### src/rtl/apb_master_bridge.sv
// -----------------------------------------------------------------------------
// apb_master_bridge
//   APB requester. Turns a valid/ready command into one APB SETUP + ACCESS
//   transfer and reports the result on a single-cycle response strobe.
//   A wait-state watchdog aborts an ACCESS phase that sees PREADY low for
//   TIMEOUT consecutive cycles (TIMEOUT = 0 disables the watchdog).
//
// Ports
//   PCLK, PRESET              clock, synchronous active-high reset
//   cmd_valid/cmd_ready       command handshake (cmd_ready = state is IDLE)
//   cmd_write/addr/wdata      command payload, captured on acceptance
//   rsp_valid                 one-cycle completion pulse
//   rsp_rdata                 read data (0 for writes and aborted transfers)
//   rsp_err                   transfer aborted by the watchdog
//   PSELx/PENABLE/PWRITE/
//   PADDR/PWDATA              APB request outputs (all registered)
//   PRDATA/PREADY             APB completer inputs
// -----------------------------------------------------------------------------
module apb_master_bridge #(
   parameter int ADDR_W  = 4,
   parameter int DATA_W  = 8,
   parameter int TIMEOUT = 16,
   parameter int CNT_W   = 8
) (
   input  logic              PCLK,
   input  logic              PRESET,
   input  logic              cmd_valid,
   output logic              cmd_ready,
   input  logic              cmd_write,
   input  logic [ADDR_W-1:0] cmd_addr,
   input  logic [DATA_W-1:0] cmd_wdata,
   output logic              rsp_valid,
   output logic [DATA_W-1:0] rsp_rdata,
   output logic              rsp_err,
   output logic              PSELx,
   output logic              PENABLE,
   output logic              PWRITE,
   output logic [ADDR_W-1:0] PADDR,
   output logic [DATA_W-1:0] PWDATA,
   input  logic [DATA_W-1:0] PRDATA,
   input  logic              PREADY
);

   typedef enum logic [1:0] {IDLE, SETUP, ACCESS} state_e;

   // Counter value on the last permitted PREADY-low ACCESS cycle.
   localparam logic [CNT_W-1:0] CNT_LAST = CNT_W'((TIMEOUT > 0) ? TIMEOUT - 1 : 0);

   state_e              state_q, state_d;
   logic                psel_q, psel_d;
   logic                penable_q, penable_d;
   logic                pwrite_q, pwrite_d;
   logic [ADDR_W-1:0]   paddr_q, paddr_d;
   logic [DATA_W-1:0]   pwdata_q, pwdata_d;
   logic                rsp_valid_q, rsp_valid_d;
   logic [DATA_W-1:0]   rsp_rdata_q, rsp_rdata_d;
   logic                rsp_err_q, rsp_err_d;
   logic [CNT_W-1:0]    cnt_q, cnt_d;

   always_comb begin
      state_d     = state_q;
      psel_d      = psel_q;
      penable_d   = penable_q;
      pwrite_d    = pwrite_q;
      paddr_d     = paddr_q;
      pwdata_d    = pwdata_q;
      rsp_valid_d = 1'b0;
      rsp_rdata_d = rsp_rdata_q;
      rsp_err_d   = rsp_err_q;
      cnt_d       = cnt_q;

      case (state_q)
         IDLE: begin
            if (cmd_valid) begin
               pwrite_d = cmd_write;
               paddr_d  = cmd_addr;
               pwdata_d = cmd_wdata;
               psel_d   = 1'b1;
               state_d  = SETUP;
            end
         end
         SETUP: begin
            penable_d = 1'b1;
            cnt_d     = '0;
            state_d   = ACCESS;
         end
         ACCESS: begin
            // A completing PREADY wins over a watchdog expiry in the same cycle.
            if (PREADY) begin
               psel_d      = 1'b0;
               penable_d   = 1'b0;
               rsp_valid_d = 1'b1;
               rsp_err_d   = 1'b0;
               rsp_rdata_d = pwrite_q ? '0 : PRDATA;
               state_d     = IDLE;
            end else if ((TIMEOUT != 0) && (cnt_q == CNT_LAST)) begin
               psel_d      = 1'b0;
               penable_d   = 1'b0;
               rsp_valid_d = 1'b1;
               rsp_err_d   = 1'b1;
               rsp_rdata_d = '0;
               state_d     = IDLE;
            end else begin
               cnt_d = cnt_q + CNT_W'(1);
            end
         end
         default: begin
            psel_d    = 1'b0;
            penable_d = 1'b0;
            state_d   = IDLE;
         end
      endcase
   end

   always_ff @(posedge PCLK) begin
      if (PRESET) begin
         state_q     <= IDLE;
         psel_q      <= 1'b0;
         penable_q   <= 1'b0;
         pwrite_q    <= 1'b0;
         paddr_q     <= '0;
         pwdata_q    <= '0;
         rsp_valid_q <= 1'b0;
         rsp_rdata_q <= '0;
         rsp_err_q   <= 1'b0;
         cnt_q       <= '0;
      end else begin
         state_q     <= state_d;
         psel_q      <= psel_d;
         penable_q   <= penable_d;
         pwrite_q    <= pwrite_d;
         paddr_q     <= paddr_d;
         pwdata_q    <= pwdata_d;
         rsp_valid_q <= rsp_valid_d;
         rsp_rdata_q <= rsp_rdata_d;
         rsp_err_q   <= rsp_err_d;
         cnt_q       <= cnt_d;
      end
   end

   assign cmd_ready = (state_q == IDLE);
   assign rsp_valid = rsp_valid_q;
   assign rsp_rdata = rsp_rdata_q;
   assign rsp_err   = rsp_err_q;
   assign PSELx     = psel_q;
   assign PENABLE   = penable_q;
   assign PWRITE    = pwrite_q;
   assign PADDR     = paddr_q;
   assign PWDATA    = pwdata_q;

endmodule

### config.mk
export PLATFORM = sky130hd
export DESIGN_NAME = apb_master_bridge
export DESIGN_NICKNAME = d
export VERILOG_FILES = /design/src/rtl/apb_master_bridge.sv
export SDC_FILE = /design/constraint.sdc
export NUM_CORES = 1
export LEC_CHECK = 0
export CAP_MARGIN = 20
export CORE_UTILIZATION = 25
export DETAILED_ROUTE_END_ITERATION = 12
export GPL_TIMING_DRIVEN = 0
export HOLD_SLACK_MARGIN = 0.12
export SETUP_SLACK_MARGIN = 0.4
export SLEW_MARGIN = 20
export SYNTH_ARGS = -nofsm -noshare
export SYNTH_HDL_FRONTEND = slang
export SYNTH_SLANG_ARGS = --single-unit
### constraint.sdc
create_clock -name PCLK -period 1.8 [get_ports PCLK]
set_input_delay 0.45 -clock PCLK [delete_from_list [all_inputs] [get_ports PCLK]]
set_output_delay 0.45 -clock PCLK [all_outputs]
set_load 0.05 [all_outputs]
* Word-level counts from Yosys, hierarchy flattened
Index checks and enable logic that the tools add are counted.
** Operators by class
- Add/subtract/negate cells :: 1
- Multipliers :: 0
- Divide/modulo/power cells :: 0
- $lt $le $gt $ge :: 0
- Equality and inequality tests :: 7
- Shift operators :: 0
- Multiplexer cells :: 19
- Bitwise operators :: 3
- Reduce and logical (&&, ||, !) cells :: 10
** Operator list (count)
- two-way mux 8 bit :: 5
- case mux 8 bit (2 select lines) :: 1
- adder 8 x 1 -> 8 bit, second input constant :: 1
- == test 8 x 4 -> 1 bit, second input constant :: 1
- AND reduction 2 bit :: 4
- two-way mux 1 bit :: 7
- two-way mux 2 bit :: 3
- != test 2 bit, second input constant :: 3
- case mux 1 bit (3 select lines) :: 2
- case mux 2 bit (3 select lines) :: 1
- AND reduction 3 bit :: 2
- nonzero test 2 bit :: 2
- != test 3 bit, second input constant :: 1
- inverter 1 bit :: 3
- == test 2 x 1 -> 1 bit, second input constant :: 1
- == test 2 bit, second input constant :: 1
- zero test 2 bit :: 1
- OR reduction 2 bit :: 1
** Word-level totals
- Bits in registers :: 35
- Bits in latches :: 0
- Memory bits (writable) :: 0
- Memory bits (read-only) :: 0
- Input bits :: 25
- Output and inout port bits :: 26
- Logic and storage cells :: 50
- Memories kept :: 0

* Logic depth before layout (Yosys ltp)
Gate-level depths: netlist of run 1.
- Word-level depth :: 4
- Mapped depth :: 5

* Worst setup path after synthesis of run 1
No wires, ideal clock.
- Kind :: register to register
- Start point :: register state_q[1]
- End point :: register paddr_q[3], in the netlist PADDR[3]
- Setup time :: 0.071 ns
- Arrival time :: 1.842 ns
- Path slack :: -0.113 ns
- Cell stages (with the launch flop) :: 6
- Path through :: dfxtp_1 -> nor2_1 -> and2_0 -> clkbuf_1 -> nand2_1 -> a21oi_1
** Between the ends
- Cells in the longest elaborated chain, start to end :: 2
** Ends and longest elaborated chain
- start: declaration :: RTL line 49 : state_e state_q, state_d;
- start signal: assignment :: RTL line 128 : state_q <= state_d;
- zero test 2 bit
- net cmd_ready :: RTL line 28 : output logic cmd_ready,
- AND reduction 2 bit (no line)
- end signal: assignment :: RTL line 132 : paddr_q <= paddr_d;
- end: declaration :: RTL line 53 : logic [ADDR_W-1:0] paddr_q, paddr_d;
The timed path passes the listed nets, and every way through them passes these cells.
A chain may end at the register's enable or synchronous reset.

* Final worst setup path of run 1
- Start point :: register state_q[0]
- End point :: register cnt_q[7]
** Between the ends
- Cells in the longest elaborated chain, start to end :: 3
- Elaborated cells between the ends (all ways) :: 7
- Classes of those cells :: 4 x eq/ne; 1 x mux; 2 x reduce/logical
** Ends and longest elaborated chain
- == test 2 bit or == test 2 x 1 -> 1 bit (tied branches) :: RTL line 72 : case (state_q)
- != test 2 bit (no line) or nonzero test 2 bit (tied branches)
- AND reduction 3 bit (no line)
- end signal: assignment :: RTL line 137 : cnt_q <= cnt_d;
- end: declaration :: RTL line 58 : logic [CNT_W-1:0] cnt_q, cnt_d;
Parallel ways exist; a longest one is shown, timed or not.

==> results.py, run 1 <==
metrics = {
    "power_and_ir_drop": {
        "power_leakage_nw": 0.861,
        "pwr-share-clk_pct": 39.1,
        "max-vdd-ir-drop_v": 0.000378,
        "seqPwrFrac_pct": 44.3,
        "p_int_mw": 1.37,
        "power_per_cell_area_nw_per_um2": 871,
        "p_comb_share_pct": 16.6,
        "switching_share_pct": 26.3,
        "power_switching_uw": 489,
    },
    "worst_setup_path": {
        "crit_path_max_incr_delay_ps": 390,
        "cpMaxStageDelayCell": "or3b_4",
        "crit_required_ps": 1990,
        "worstPathArrival_ps": 1720,
        "crit_buf_inv": 0,
        "r2r_start": "state_q[0]",
        "path_class": "reg -> reg",
        "critical_path.endpoint_type": "register",
        "path_delay_family": "simple AND/OR/NAND/NOR gates",
        "startpoint_type": "register",
        "crit_path_max_fanout": 7,
        "worstSetupStartpoint": "state_q[0]",
        "path_cells": "or3b_4, a21o_4, or4_1, o311ai_1",
    },
    "logic_synthesis": {
        "synth-seq-cells": 35,
        "synth.net_count": 174,
        "ys_seq_area_share_pct": 52.3,
        "synth_area_um2": 1340,
        "avgSynthCellArea_um2": 9.05,
        "ys_warn_count": 0,
        "synth_edf_count": 0,
        "synthArstFlopShare_pct": 0,
        "synth_cell_types": 36,
        "synthCells": 148,
        "yosys_most_used_dff": "dfxtp_1",
    },
    "timing": {
        "finalHoldViolations": 0,
        "rsz0062_at_grt": "yes",
        "period_share_pct": 85.1,
        "fin_setup_tns_ps": 0,
        "drv_slew": 0,
        "final-setup-viol-count": 0,
        "fmax_ghz": 0.653,
        "min_period_ps": 1530,
        "skew_ps": 7.11,
        "slew_headroom_pct": 72.4,
        "tightest_slew_ps": 413,
    },
    "placement": {
        "gp_congestion": 0.774,
        "placedCellCount": 268,
        "port_buffers": 50,
        "place_hpwl_um": 2290,
    },
    "die": {
        "initial_utilization_pct": 26.0,
        "core_area_um2": 5140,
        "die_w_um": 75.2,
        "row_count": 26,
        "io_pins": 51,
        "die_h_um": 75.2,
        "dieArea_um2": 5650,
    },
    "clock_tree": {
        "clock_latency_ps": 280,
        "clock_sinks": 35,
        "htree_levels": 2,
        "cts_hold_buf": 0,
        "clk_pin_slew_worst_paths_ps": 70,
        "clock_path_buffers": 2,
        "root_buffer": "clkbuf_8",
        "cts_tree": "yes",
        "cts_inserted_buffers": 5,
    },
    "global_routing": {
        "grt_pass1_vias": 1241,
        "grt_pass1_wl_um": 5450,
        "overflow": 0,
        "groute.usage.overall_pct": 13.0,
        "grt_max_degree": 12,
        "antenna_found_initial": 0,
    },
    "min_path": {
        "hold_start": "PWDATA[1]",
        "hold_class": "reg -> reg",
    },
    "finish": {
        "regArea_um2": 712,
        "num_antenna_cells": 0,
        "nNetsFinal": 239,
        "num-fill-cells": 568,
        "multi_input_area_um2": 727,
        "area_delta_synth_final_pct": 59.3,
        "drive_above_1_share_pct": 36.0,
        "fin_cells": 284,
    },
    "route": {
        "num_vias": 1290,
        "routedWlPerCell_um": 12.2,
        "dr.pass1.iters": 4,
        "drt-initial-drc-count": 15,
        "routed_wl_um": 3460,
        "drt.antenna.violating_nets": 0,
        "vias_per_cell": 4.54,
        "post-route-drc-count": 0,
    },
    "flow_run": {
        "drv_cap": 0,
    },
    "outcome": {
        "outcome": "finished, final reports clean",
    },
}
==> through the flow <==
step | power [mW] | cell area [um2] | hold WS, ps | setup WS, ps | utilization (%)
2_1_floorplan | 1.02 | 1360 | 474 | 140 | -
3_3_place_gp | 1.15 | 1950 | 441 | -505 | 37.9
3_5_place_dp | 1.15 | 1950 | 447 | -496 | 37.9
4_1_cts | 1.87 | 2050 | 455 | 261 | 39.8
5_1_grt | 1.94 | 2130 | 476 | 229 | 41.5
6_report | 1.86 | 2130 | 452 | 268 | 41.5
==> power groups by stage <==
stage	clock (mW)	sequential, mW	combinational (mW)
6_report	0.726	0.823	0.309
5_1_grt	0.785	0.826	0.332
4_1_cts	0.747	0.824	0.300
3_5_place_dp	0	0.842	0.307
3_3_place_gp	0	0.842	0.307
2_1_floorplan	0	0.932	0.0835
==> final timing paths <==
path / to / slack (ps) / cells after the start
max: cnt_q[7] / 270 / 4
max reg2reg: cnt_q[7] / 270 / 4
min: PWDATA[1] / 450 / 2
min reg2reg: PWDATA[1] / 450 / 2
==> registers in the layout, indices dropped and copies added, names as in the netlist <==
signal,cells
PWRITE,1
PSELx,1
PWDATA,8
cnt_q,8
rsp_rdata,8
rsp_err,1
rsp_valid,1
PADDR,4
state_q,2
PENABLE,1
==> cell families after synthesis <==
kind of cell | count (synthesis) | share of synthesized area [%]
compound gates | 36 | 17.9
xor+xnor | 2 | 1.31
fa+ha+maj | 1 | 0.934
buf+inv | 7 | 1.96
flops | 35 | 52.3
mux | 1 | 0.748
simple gates | 66 | 24.9
==> cell usage after synthesis, drive strengths merged (2+ instances only) <==
| library cell | n | area (um2) |
|---|---|---|
| nand2 | 31 | 116 |
| a21oi | 19 | 95.1 |
| nor2b | 2 | 12.5 |
| nand2b | 2 | 12.5 |
| and2 | 2 | 12.5 |
| o21ai | 2 | 10.0 |
| clkbuf | 5 | 18.8 |
| nor2 | 6 | 22.5 |
| nor3 | 5 | 25.0 |
| a21o | 2 | 22.5 |
| nand4b | 2 | 17.5 |
| nand3 | 4 | 20.0 |
| nor4 | 2 | 12.5 |
| a22o | 8 | 70.1 |
| or4 | 2 | 15.0 |
| dfxtp | 35 | 701 |
| inv | 2 | 7.51 |
==> layer usage <==
layer / global-route usage, % / wire length (um)
met1: 15.3 / 1620
met2: 20.7 / 1580
met3: 4.82 / 219
met4: 6.58 / 38
met5: 0 / 0
==> layout by cell type (no fill, tap or decap), types with 3 or more instances in the layout <==
| cell type | netlist | final |
|---|---|---|
| nor2_1 | 6 | 5 |
| clkdlybuf4s50_1 | 0 | 22 |
| nand2_1 | 31 | 31 |
| dfxtp_2 | 0 | 3 |
| a21oi_2 | 0 | 3 |
| buf_4 | 0 | 6 |
| buf_2 | 0 | 25 |
| nor3_2 | 0 | 3 |
| clkbuf_8 | 0 | 6 |
| a22o_1 | 8 | 8 |
| a21oi_1 | 19 | 14 |
| nand3_1 | 4 | 4 |
| dfxtp_1 | 35 | 30 |
| buf_6 | 0 | 5 |
==> repair_timing <==
action                     4_1_cts  5_1_grt
setup buffers                    6        2
gates resized for setup        163       19
pin swaps                        8        4
setup endpoints to repair       61       30
==> tightest hold or removal path, stage by stage (launching register included) <==
cell,delay [ps]
dfxtp_1,310
nand2_1,50
a21oi_1,50
==> area by class of cell <==
class                   count  area share (%)
plain buffers               5            1.53
clock buffers               6            3.87
clock inverters             2            1.64
inverters                   2           0.352
multi-input cells         106            34.1
flip-flops and latches     35            33.4
well taps                  70            4.11
repair buffers             58            21.0
No activity file was read; power rests on OpenSTA's default activity.
==> run 2, diff against run 1 <==
Settings changed: SKIP_CTS_REPAIR_TIMING from default to 1.
==> run 2 against run 1 <==
Non-clock buffer count increased by 1. First-iteration DRC count up 47%. Design area fell by 1.1%. Core utilization decreased by 0.44 points. Sequential power hardly changed. Total power fell by 0.47%. Final cell count rose by 0.35%. Register-to-register slack worse by 50 ps. Critical path type is now in -> reg.
==> results.py, run 2 (same netlist as run 1, synthesis figures left out) <==
metrics = {
    "outcome": {
        "outcome": "finished, final reports clean",
    },
    "finish": {
        "area_delta_synth_final_pct": 57.6,
        "fin_area_um2": 2110,
        "fin_util_pct": 41.0,
        "fin_cells": 285,
        "drive_above_1_share_pct": 33.0,
        "layout_common_cells": "31 x nand2_1, 30 x dfxtp_1, 24 x clkbuf_2",
        "num-fill-cells": 572,
        "final_common_cell": "nand2_1",
        "nNetsFinal": 240,
        "num_antenna_cells": 0,
    },
    "placement": {
        "place_hpwl_um": 2290,
        "dpl_cell_area_um2": 1950,
        "placedCellCount": 268,
        "port_buffers": 50,
        "gp_congestion": 0.774,
        "pre_cts_ws_ps": -496,
    },
    "timing": {
        "period_share_pct": 88.9,
        "fin_ws_ps": 200,
        "tightest_slew_ps": 426,
        "slew_headroom_pct": 71.5,
        "min_period_ps": 1600,
        "rsz0062_at_grt": "yes",
        "finalHoldViolations": 0,
        "skew_ps": 4.60,
        "final-setup-viol-count": 0,
        "drv_slew": 0,
        "fmax_ghz": 0.625,
    },
    "global_routing": {
        "grt_max_degree": 12,
        "antenna_found_initial": 0,
        "grt_pass1_wl_um": 5170,
        "grt_pass1_vias": 1185,
        "groute.usage.overall_pct": 12.3,
        "overflow": 0,
    },
    "die": {
        "row_count": 26,
        "io_pins": 51,
        "initial_utilization_pct": 26.0,
        "core_area_um2": 5140,
        "die_h_um": 75.2,
        "dieArea_um2": 5650,
        "die_w_um": 75.2,
    },
    "route": {
        "num_vias": 1312,
        "dr.pass1.iters": 4,
        "drt-initial-drc-count": 22,
        "routed_wl_um": 3370,
        "routedWlPerCell_um": 11.8,
        "drt.antenna.violating_nets": 0,
        "post-route-drc-count": 0,
        "vias_per_cell": 4.60,
    },
    "clock_tree": {
        "cts_inserted_buffers": 5,
        "clock_latency_ps": 280,
        "clock_sinks": 35,
        "htree_levels": 2,
        "clock_path_buffers": 2,
        "root_buffer": "clkbuf_8",
        "cts_tree": "yes",
        "clk_pin_slew_worst_paths_ps": 70,
    },
    "worst_setup_path": {
        "path_class": "in -> reg",
        "worstPathArrival_ps": 1790,
        "cp_num_cells": 5,
        "path_cells": "dlymetal6s2s_1, or3b_4, a21o_4, or4_1, o311ai_1",
        "critical_path.endpoint_type": "register",
        "r2r-end": "cnt_q[7]",
        "cpMaxStageDelayCell": "or3b_4",
        "reg2reg_slack_ps": 220,
        "path_delay_family": "simple AND/OR/NAND/NOR gates",
        "crit_path_max_fanout": 7,
        "worstSetupStartpoint": "PREADY",
        "r2r_start": "cnt_q[0]",
        "worstSetupEndpoint": "cnt_q[7]",
        "crit_required_ps": 1990,
        "crit_buf_inv": 1,
        "rr_worst_depth": 5,
        "startpoint_type": "primary input",
        "crit_path_max_incr_delay_ps": 440,
    },
    "power_and_ir_drop": {
        "power.total_mw": 1.85,
        "power_per_cell_area_nw_per_um2": 877,
        "max-vdd-ir-drop_v": 0.000354,
        "power_leakage_nw": 0.856,
    },
    "flow_run": {
        "drv_cap": 0,
    },
    "min_path": {
        "hold_class": "reg -> reg",
    },
}
## run 2: cell types whose count changed in the layout (fill, tap and decap cells not counted), moves of 2 or more
cell	delta
buf_6	-2
buf_2	-22
dlymetal6s2s_1	+2
a21oi_1	+2
buf_4	+2
clkbuf_2	+22
## run 2: power by group
part	switching [mW]	internal [mW]
logic	0.190	0.116
registers	0.0201	0.803
clock network	0.272	0.448
total	0.482	1.37
## run 2: through the flow
stage          hold WS [ps]  TNS [ps]
3_3_place_gp            441     -6690
2_1_floorplan           474         0
4_1_cts                 457     -2730
3_5_place_dp            447     -6870
5_1_grt                 478         0
6_report                454         0
## run 2: area by class of cell
| type | count | area, um2 | share of cell area (%) |
|---|---|---|---|
| sequential | 35 | 714 | 33.9 |
| timing repair buffer | 59 | 457 | 21.6 |
| buffer | 5 | 32.5 | 1.54 |
| tap | 70 | 87.6 | 4.15 |
| inverter | 2 | 7.51 | 0.356 |
| clock buffer | 6 | 82.6 | 3.91 |
| multi-input combinational | 106 | 693 | 32.9 |
| clock inverter | 2 | 35.0 | 1.66 |
## run 2: worst min-delay path by stage
| stage | from | to | slack, ps | cells after the start |
|---|---|---|---|---|
| after floorplan | cnt_q[1] | cnt_q[1] | 470 | 2 |
| after global placement | PWDATA[1] | PWDATA[1] | 440 | 2 |
| after detailed placement | PWDATA[4] | PWDATA[4] | 450 | 2 |
| after CTS | PWDATA[4] | PWDATA[4] | 460 | 2 |
| after global routing | PWDATA[7] | PWDATA[7] | 480 | 2 |
| final | PWDATA[1] | PWDATA[1] | 450 | 2 |
## run 2: routing by layer
metal / share of wire, % / vias up / track usage, %
met5: 0 / - / 0
met4: 1.1 / 0 / 6.79
met3: 5.7 / 5 / 4.82
met2: 47 / 39 / 19.4
met1: 46 / 611 / 14.4
li1: - / 657 / -
## run 2: worst reg2reg max path, stage by stage (launching register included)
cell	delay [ps]
dfxtp_4	360
ha_4	160
and4b_2	240
a21o_4	240
or4_1	400
o311ai_1	80
==> run 3, diff against run 2 <==
Settings changed: CORE_UTILIZATION 25 to 43, PLACE_DENSITY from default to 0.79.
==> run 3 against run 2 <==
The flow now finishes with violations (design-rule violations). Clock skew increased by 5.5 ps. Sequential power about the same. Global-route usage increased by 8.8 points. Fmax increased by 0.15%. Via count increased by 5.0%. Clock power decreased by 3.2%. Worst hold slack improved by 9.8 ps. Final cell count decreased by 12%. Clock-buffer cell count unchanged. Critical path type is now reg -> reg.
==> results.py, run 3 (same netlist as run 1, synthesis figures left out) <==
metrics = {
    "outcome": {
        "outcome": "finished with violations",
        "violations": "design-rule violations",
    },
    "finish": {
        "area_delta_synth_final_pct": 65.0,
        "nNetsFinal": 245,
        "fin_cells": 251,
        "drive_above_1_share_pct": 34.5,
        "fin_area_um2": 2210,
        "num_antenna_cells": 0,
        "layout_common_cells": "31 x nand2_1, 29 x dfxtp_1, 22 x clkdlybuf4s50_1, 22 x buf_4",
        "final_common_cell": "nand2_1",
    },
    "power_and_ir_drop": {
        "power.total_mw": 1.86,
        "pwr-share-clk_pct": 37.5,
        "max-vdd-ir-drop_v": 0.000746,
        "switching_share_pct": 25.9,
        "power_switching_uw": 480,
        "p_int_mw": 1.38,
        "seqPwrFrac_pct": 44.5,
        "power_leakage_nw": 0.903,
        "p_comb_share_pct": 18.0,
        "power_per_cell_area_nw_per_um2": 840,
    },
    "timing": {
        "tightest_slew_ps": 434,
        "drv_slew": 0,
        "fmax_ghz": 0.626,
        "period_share_pct": 88.8,
        "fin_ws_ps": 202,
        "skew_ps": 10.1,
        "slew_headroom_pct": 71.0,
        "rsz0062_at_grt": "yes",
        "holdWs_ps": 463,
        "min_period_ps": 1600,
        "final-setup-viol-count": 0,
        "finalHoldViolations": 0,
    },
    "clock_tree": {
        "clock_path_buffers": 2,
        "root_buffer": "clkbuf_4",
        "clk_pin_slew_worst_paths_ps": 110,
        "clock_latency_ps": 340,
        "htree_levels": 2,
        "cts_tree": "yes",
        "clock_sinks": 35,
        "cts_inserted_buffers": 5,
    },
    "worst_setup_path": {
        "r2r_start": "state_q[1]",
        "critical_path.endpoint_type": "register",
        "reg2reg_slack_ps": 200,
        "r2r-end": "cnt_q[7]",
        "cpMaxStageDelayCell": "or3b_4",
        "path_class": "reg -> reg",
        "crit_buf_inv": 0,
        "crit_path_max_incr_delay_ps": 420,
        "path_delay_family": "simple AND/OR/NAND/NOR gates",
        "rr_worst_depth": 4,
        "path_cells": "or3b_4, a21o_4, or4_1, o311ai_1",
        "crit_required_ps": 2060,
        "crit_path_max_fanout": 6,
        "worstPathArrival_ps": 1860,
        "startpoint_type": "register",
    },
    "global_routing": {
        "groute.usage.overall_pct": 21.1,
        "overflow": 0,
        "grt_pass1_vias": 1183,
        "grt_pass1_wl_um": 5350,
        "grt_max_degree": 12,
        "antenna_found_initial": 0,
    },
    "route": {
        "routedWlPerCell_um": 14.7,
        "post-route-drc-count": 1,
        "num_vias": 1378,
        "routed_wl_um": 3700,
        "drt-initial-drc-count": 75,
        "drt.antenna.violating_nets": 0,
        "vias_per_cell": 5.49,
        "dr.pass1.iters": 8,
    },
    "min_path": {
        "hold_class": "reg -> reg",
        "whs_path_depth": 2,
        "hold_start": "PADDR[0]",
        "hold_path_end": "PADDR[0]",
    },
    "die": {
        "initial_utilization_pct": 46.9,
        "io_pins": 51,
        "die_h_um": 57.8,
        "die_w_um": 57.8,
        "core_area_um2": 2850,
        "dieArea_um2": 3340,
        "row_count": 19,
    },
    "placement": {
        "dpl_cell_area_um2": 1900,
        "place_hpwl_um": 2310,
        "pre_cts_ws_ps": -460,
        "port_buffers": 50,
        "gp_congestion": 0.746,
        "placedCellCount": 229,
    },
    "flow_run": {
        "drv_cap": 0,
    },
}
run 3: cell types whose count changed in the layout (fill, tap and decap cells not counted), sizes merged:
| cell | before | now |
|---|---|---|
| buf | 14 | 38 |
| clkbuf | 32 | 13 |
| bufinv | 1 | 2 |
| clkinv | 1 | 0 |
run 3: metal layers:
metal  global-route usage (%)  vias up  routed length, um
met3                     9.82       11                310
met2                     31.7       58               1760
met1                     25.3      636               1530
li1                         -      673                  -
met5                        0        -                  0
met4                     10.9        0                 94
run 3: worst max path at each step:
stage / from / to / slack (ps) / cells past startpoint
finish: state_q[1] / cnt_q[7] / 200 / 4
global placement: PREADY / cnt_q[7] / -450 / 5
detailed placement: PREADY / cnt_q[7] / -460 / 5
global route: state_q[1] / rsp_rdata[2] / 180 / 4
floorplan: PREADY / cnt_q[7] / 140 / 4
CTS: state_q[1] / cmd_ready / -440 / 2
run 3: final cells by class:
type,instances,area [um2]
tap,31,38.8
inverter,2,7.51
timing repair buffer,64,606
multi-input combinational,106,712
clock buffer,6,41.3
fill,193,643
buffer,5,28.8
clock inverter,2,60.1
sequential,35,716
run 3: per-stage QoR:
stage	TNS (ps)	util (%)
after detailed placement	-5210	66.5
final	0	77.5
after CTS	-4770	70.0
after global placement	-5040	66.5
after global routing	0	77.5
after floorplan	0	-
run 3: tightest hold or removal path: cells and delay by family (launching register included):
family | cells | cell delay, ps
flip-flops | 1 | 320
AO/OA/AOI/OAI | 1 | 50
AND/OR/NAND/NOR | 1 | 50
run 3: power groups by stage:
stage               sequential (mW)  combinational (mW)  clock [mW]
detailed placement            0.842               0.304           0
CTS                           0.826               0.306       0.713
floorplan                     0.932              0.0835           0
global placement              0.841               0.302           0
global route                  0.829               0.352       0.753
finish                        0.826               0.334       0.697
